--- src/rtl/clase_demux_pkg.sv ---
`default_nettype none
// ============================================================================
// Module   : clase_demux_pkg
// Purpose  : Shared router definitions: word layout, class count, the
//            holding-register state encoding and the class-to-onehot helper
//            used by both the input demux and the priority arbiter.
// Ports    : none (package)
// Revision : 1.0 - initial release
// ============================================================================
package clase_demux_pkg;

  // Default word layout: [11:10] class, [9:8] destination, [7:0] data.
  localparam int c_WORD_SIZE = 12;
  localparam int c_CLASS_HI  = c_WORD_SIZE - 1;
  localparam int c_CLASS_LO  = c_WORD_SIZE - 2;
  localparam int c_DEST_HI   = c_WORD_SIZE - 3;
  localparam int c_DEST_LO   = c_WORD_SIZE - 4;

  localparam int c_NUM_CLASS = 4;
  localparam int c_CLASS_W   = 2;

  // Holding register condition as seen by the handshake logic.
  typedef enum logic [1:0] {
    ST_EMPTY  = 2'd0,   // nothing held
    ST_LOADED = 2'd1,   // word held, its class FIFO can take it
    ST_STALL  = 2'd2    // word held, its class FIFO is almost full
  } hold_state_t;

  function automatic logic [c_NUM_CLASS-1:0] class_to_onehot(
    input logic [c_CLASS_W-1:0] cls
  );
    logic [c_NUM_CLASS-1:0] oh;
    oh      = '0;
    oh[cls] = 1'b1;
    return oh;
  endfunction

endpackage : clase_demux_pkg
`default_nettype wire

--- src/rtl/contador_sat.sv ---
`default_nettype none
// ============================================================================
// Module   : contador_sat
// Purpose  : Saturating up-counter with increment enable. Sticks at all-ones.
// Ports    : clk      - clock, rising edge
//            reset    - synchronous, active-low
//            i_inc    - increment request for this cycle
//            o_count  - current count
// Revision : 1.0 - initial release
// ============================================================================
module contador_sat #(
  parameter int CNT_WIDTH = 8
) (
  input  logic                 clk,
  input  logic                 reset,
  input  logic                 i_inc,
  output logic [CNT_WIDTH-1:0] o_count
);

  localparam logic [CNT_WIDTH-1:0] c_ONE = {{(CNT_WIDTH-1){1'b0}}, 1'b1};

  logic [CNT_WIDTH-1:0] r_count;

  always_ff @(posedge clk) begin
    if (!reset) begin
      r_count <= '0;
    end else if (i_inc && (r_count != '1)) begin
      r_count <= r_count + c_ONE;
    end
  end

  assign o_count = r_count;

endmodule : contador_sat
`default_nettype wire

--- src/rtl/clase_demux.sv ---
`default_nettype none
// ============================================================================
// Module   : clase_demux
// Purpose  : Input-side writer for the router class FIFOs. Accepts words over
//            valid/ready into a single holding register, decodes the class
//            field and pushes the word into the matching class FIFO, blocking
//            (head-of-line) while that FIFO reports almost-full. Keeps a
//            saturating push counter per class.
// Ports    : clk               - clock, rising edge
//            reset             - synchronous, active-low
//            data_in           - upstream word
//            valid_in          - data_in valid
//            ready_out         - block can take data_in this cycle
//            fifos_almost_full - almost-full flags of class FIFOs 0..3
//            fifos_push        - one-hot push to class FIFO 0..3 (registered)
//            fifo_data_out     - word written with fifos_push, else zero
//            cnt0..cnt3        - saturating per-class push counts
// Revision : 1.0 - initial release
// ============================================================================
module clase_demux
  import clase_demux_pkg::*;
#(
  parameter int WORD_SIZE = c_WORD_SIZE,
  parameter int CNT_WIDTH = 8
) (
  input  logic                   clk,
  input  logic                   reset,
  input  logic [WORD_SIZE-1:0]   data_in,
  input  logic                   valid_in,
  output logic                   ready_out,
  input  logic [c_NUM_CLASS-1:0] fifos_almost_full,
  output logic [c_NUM_CLASS-1:0] fifos_push,
  output logic [WORD_SIZE-1:0]   fifo_data_out,
  output logic [CNT_WIDTH-1:0]   cnt0,
  output logic [CNT_WIDTH-1:0]   cnt1,
  output logic [CNT_WIDTH-1:0]   cnt2,
  output logic [CNT_WIDTH-1:0]   cnt3
);

  // Registered state
  logic [WORD_SIZE-1:0]   r_held;
  logic                   r_held_valid;
  logic [c_NUM_CLASS-1:0] r_push;
  logic [WORD_SIZE-1:0]   r_data_out;

  // Combinational decode / next state
  logic [c_CLASS_W-1:0]   w_held_class;
  hold_state_t            w_state;
  logic                   w_issue;
  logic                   w_accept;
  logic [WORD_SIZE-1:0]   w_held_nxt;
  logic                   w_held_valid_nxt;
  logic [c_NUM_CLASS-1:0] w_push_nxt;
  logic [WORD_SIZE-1:0]   w_data_nxt;
  logic [CNT_WIDTH-1:0]   w_cnt [c_NUM_CLASS];

  // Destination bits are carried inside the word untouched.
  assign w_held_class = r_held[WORD_SIZE-1 -: c_CLASS_W];

  // Only the held word's own class flag matters; other flags are ignored.
  always_comb begin
    w_state = ST_EMPTY;
    if (r_held_valid) begin
      if (fifos_almost_full[w_held_class]) begin
        w_state = ST_STALL;
      end else begin
        w_state = ST_LOADED;
      end
    end
  end

  // ready_out depends only on registered state and almost_full, never on
  // valid_in, so upstream can build valid from ready without a loop.
  assign w_issue   = (w_state == ST_LOADED);
  assign ready_out = (w_state != ST_STALL);
  assign w_accept  = valid_in & ready_out;

  always_comb begin
    w_held_nxt       = r_held;
    w_held_valid_nxt = r_held_valid;
    w_push_nxt       = '0;
    w_data_nxt       = '0;
    unique case (w_state)
      ST_EMPTY: begin
        if (w_accept) begin
          w_held_nxt       = data_in;
          w_held_valid_nxt = 1'b1;
        end
      end
      ST_LOADED: begin
        w_push_nxt = class_to_onehot(w_held_class);
        w_data_nxt = r_held;
        // Issuing and loading in the same cycle keeps one word per cycle.
        if (w_accept) begin
          w_held_nxt       = data_in;
          w_held_valid_nxt = 1'b1;
        end else begin
          w_held_valid_nxt = 1'b0;
        end
      end
      ST_STALL: begin
        // Hold everything; ready_out is low so nothing can be accepted.
      end
      default: begin
        w_held_valid_nxt = 1'b0;
      end
    endcase
  end

  always_ff @(posedge clk) begin
    if (!reset) begin
      r_held       <= '0;
      r_held_valid <= 1'b0;
      r_push       <= '0;
      r_data_out   <= '0;
    end else begin
      r_held       <= w_held_nxt;
      r_held_valid <= w_held_valid_nxt;
      r_push       <= w_push_nxt;
      r_data_out   <= w_data_nxt;
    end
  end

  assign fifos_push    = r_push;
  assign fifo_data_out = r_data_out;

  // Counters step on the same edge that raises the matching push bit.
  for (genvar gi = 0; gi < c_NUM_CLASS; gi++) begin : g_cnt
    contador_sat #(
      .CNT_WIDTH (CNT_WIDTH)
    ) u_cnt (
      .clk     (clk),
      .reset   (reset),
      .i_inc   (w_push_nxt[gi]),
      .o_count (w_cnt[gi])
    );
  end

  assign cnt0 = w_cnt[0];
  assign cnt1 = w_cnt[1];
  assign cnt2 = w_cnt[2];
  assign cnt3 = w_cnt[3];

endmodule : clase_demux
`default_nettype wire

--- config.mk ---
export PLATFORM = sky130hd
export DESIGN_NAME = clase_demux
export DESIGN_NICKNAME = d
export VERILOG_FILES = /design/src/rtl/clase_demux_pkg.sv /design/src/rtl/contador_sat.sv /design/src/rtl/clase_demux.sv
export SDC_FILE = /design/constraint.sdc
export NUM_CORES = 1
export LEC_CHECK = 0
export CAP_MARGIN = 15
export CORE_MARGIN = 4
export CORE_UTILIZATION = 48
export CTS_CLUSTER_DIAMETER = 60
export DETAILED_ROUTE_END_ITERATION = 12
export PLACE_DENSITY = 0.81
export SLEW_MARGIN = 0
export SYNTH_ARGS = -nofsm -noshare
export SYNTH_HDL_FRONTEND = slang
export SYNTH_SLANG_ARGS = --single-unit
--- constraint.sdc ---
create_clock -name clk -period 2.5 [get_ports clk]
set_clock_uncertainty 0.2 [all_clocks]
set_input_delay 0.25 -clock clk [delete_from_list [all_inputs] [get_ports clk]]
set_output_delay 0.25 -clock clk [all_outputs]
set_load 0.01 [all_outputs]
==> reports/results.txt <==
The flow ran to the end, and the final reports show no timing, DRC or antenna violations. The cell area that synthesis handed to floorplanning was 2510 um2. The maximum count of clock buffers along a single path was 2.

At the worst endpoint, the required time is 2.05 ns. The detailed router placed 2174 vias in this run. The final RePlAce weighted congestion came out at 0.810. Class of the most critical setup path: reg2out. Hold repair after CTS inserted 0 buffers. The CTS buffer count came out at 9. Summed over all nets, the half-perimeter wirelength after detailed placement is 3810 um. In the global route stage, overall resource usage came out at 18.1%. TritonCTS built the clock tree.

The effective utilization at floorplan came out at 49.5%. The logs give 63.2% for the relative slew slack and 41 for the post-synthesis cell type count. The leakage power summed over all cells is 1.25 nW, and the height of the chip is 80.3 um. The count of cells resized by post-cts repair came out at 0. The first global-routing pass estimated 9160 um of wire. STA puts the critical path data arrival time at 1.95 ns. The switching power summed over all nets came out at 0.401 mW.

The final core utilization came out at 67.4%. In this run the worst hold path is classified as reg2reg. The number of setup buffers added after CTS is 0. After filler insertion, the fill cell instance count of the layout stands at 437.

The tools report the sequential cell area fraction in the yosys report as 48.6%. The full die area was 6450 um2. In the synthesized netlist, the number of instances is 271.

Entering global routing, the biggest net connects 39 pins. The slew at the pin closest to its max-slew limit was 0.539 ns; the count of endpoints failing setup in the final report was 0. After detailed routing, the number of vias per cell comes to 5.25. Setup repair after global routing left no endpoint under its margin. Dividing the detail-routed wire length by the instance count gives 12.9 um. After routing, the total negative slack on setup checks comes to 0 ns. The capturing element type of the critical path is an output pin. Of the available clock period, the critical path in the final layout requires 95.9%. In this run the power density over the cells is 564 nW/um2. The run gives 0 as the number of antenna violations at the first check in global routing. STA classifies the critical path startpoint as a register. The run gives 6.1% as the combinational power share.

The clock network burns 41.8% of the power. For the count of warnings emitted by yosys, the log shows 0. For this run, asynchronously set or reset flops after synthesis account for 0%. Counting flops and latches in the post-synthesis netlist gives 61. In the routed design, unresolved DRC markers number 0. For the highest ir drop seen on vdd, the log shows 396 uV. In this run the horizontal extent of the chip is 80.3 um. When the netlist entered floorplanning its net count stood at 294. The total overflow left after global routing is 0. The antenna violation net count after detailed routing was 0; the later-pin clock latency in the skew report was 0.32 ns. CTS built an H-tree with a depth of 3.

Dividing the synthesized area by the synthesized cell count gives 9.27 um2. Port buffering added 67 buffers. For this run, the detailed router's first-pass iteration total came to 4. After clock tree synthesis, the clock-pin slew on the worst setup and hold paths is 0.06 ns.

The cell sitting at the root of the clock tree is a clkbuf_8. Summing all multi-input logic gate instances after layout gives 1210 um2. The total count of hold-check failures in the final report was 0; the design internal power was 1.53 mW. Counting flops with a built-in enable in the synthesized netlist gives 0. The repair_antennas step left the layout with diodes totalling 0. The tools report the I/O pin count as 68.

After the first detailed-routing iteration, the DRC count stood at 108. Compared with the post-synthesis result, the final layout area differs by 36.2%. The aggregate routed wire length was 5350 um; the max-slew violation total from the final report was 0. The TritonCTS sink count was 61. The critical-path maximum fanout came out at 11. In the final layout, flip-flops and latches occupy 1220 um2. The core region area is 5070 um2.

Row generation in the floorplan step produced 26 rows. The final critical delay including setup and external delays is 2.40 ns, and the share of power burned in registers is 52.1%. The logs give 2007 for the via count of the first global-routing pass and 364 for the number of nets in the layout. Switching power as a share of total power: 20.8%.

For this run, the top clock speed supported by timing is 417 MHz. In the final layout, the share of cells above drive strength 1 is 6.98%. The tool flagged a number of max-cap violations equal to 0. The main flop type after synthesis is dfxtp_1.
==> Yosys cell counts (all sizes together), types with 5 or more instances <==
master | instances | share of area [%]
dfxtp | 61 | 49
nand2 | 27 | 4.0
nand3 | 22 | 4.4
nor2 | 22 | 3.3
o21ai | 21 | 4.2
and2 | 12 | 3.0
and3 | 9 | 2.2
xor2 | 9 | 3.1
clkbuf | 8 | 1.2
nand4 | 8 | 2.0
o211ai | 7 | 2.6
xnor2 | 6 | 2.1
a21oi | 5 | 1.0
buf | 5 | 1.4
mux2i | 5 | 2.0
==> power by group through the flow <==
stage                     sequential, mW  combinational (mW)  clock [mW]
after floorplan                     1.02              0.0653           0
after global placement              1.03               0.116           0
after detailed placement            1.03               0.118           0
after CTS                           1.01               0.118       0.832
after global routing                1.01               0.129       0.878
final                               1.01               0.117       0.806
==> worst paths after layout <==
kind              startpoint                   endpoint  slack (ns)  cells past startpoint
setup / recovery  r_held[11]                  ready_out        0.10                      3
hold / removal     r_held[1]           fifo_data_out[1]        0.25                      1
setup reg to reg  r_held[11]  g_cnt[3].u_cnt.o_count[5]        0.52                      4
hold reg to reg    r_held[1]           fifo_data_out[1]        0.25                      1
==> layout make-up <==
| cell class | instances | area share [%] |
|---|---|---|
| flip-flops and latches | 61 | 35.7 |
| multi-input cells | 193 | 35.3 |
| repair buffers | 72 | 20.7 |
| clock buffers | 12 | 4.24 |
| well taps | 70 | 2.56 |
| clock inverters | 2 | 1.02 |
| inverters | 4 | 0.439 |
==> metrics by stage <==
step	worst slack, ns	hold WS [ns]	area, um2	power [mW]	std cells
CTS	0.0793	0.256	3420	1.96	414
global placement	0.190	0.235	3240	1.14	400
detailed placement	0.168	0.242	3240	1.14	400
finish	0.103	0.253	3420	1.93	414
global route	0.0228	0.275	3420	2.02	414
floorplan	0.735	0.167	2510	1.09	271
==> state kept, by name, indices dropped and copies added, names as in the netlist <==
signal               flops
r_held                  12
g_cnt.u_cnt.o_count     32
fifos_push               4
fifo_data_out           12
r_held_valid             1
==> worst max-delay path: stages (launching register included) <==
cell and delay [ns]:
dfxtp_1 0.56, mux4_2 0.44, nand2_1 0.10, clkdlybuf4s50_1 0.53
==> layout by cell type, fill, tap and decap left out, types with 2 or more instances in the layout <==
cell / n
o211ai_1: 6
nand2_1: 27
clkdlybuf4s50_1: 67
a31oi_1: 3
nor4_1: 2
dfxtp_1: 61
nor2_1: 22
and4bb_2: 2
xnor2_1: 6
nor2b_1: 3
xor2_1: 9
clkbuf_1: 2
clkbuf_8: 10
nand4_1: 8
or3_1: 3
o21ai_0: 21
and2_1: 12
nand2b_1: 4
buf_4: 5
and3_1: 9
a211oi_1: 3
ha_1: 4
mux2i_1: 5
and4_1: 2
nand3_1: 22
a21oi_1: 5
inv_1: 3
nor3_1: 4
==> kinds of logic after synthesis <==
family,Yosys count,synth area share [%]
and+or+nand+nor,124,26.5
DFF,61,48.6
buffers and inverters,17,3.29
muxes,6,2.89
xor gates and xnor gates,15,5.23
AOI/OAI and AO/OA,44,11.5
adders and majority gates,4,1.99
==> layer usage <==
metal	GRT usage [%]	up-vias	wire length, um
met5	0	-	0
met4	6.08	0	62
met3	5.94	5	372
met2	29.4	73	2500
met1	22.6	1003	2410
li1	-	1093	-
Note: power is estimated with default switching activity, not from simulation.
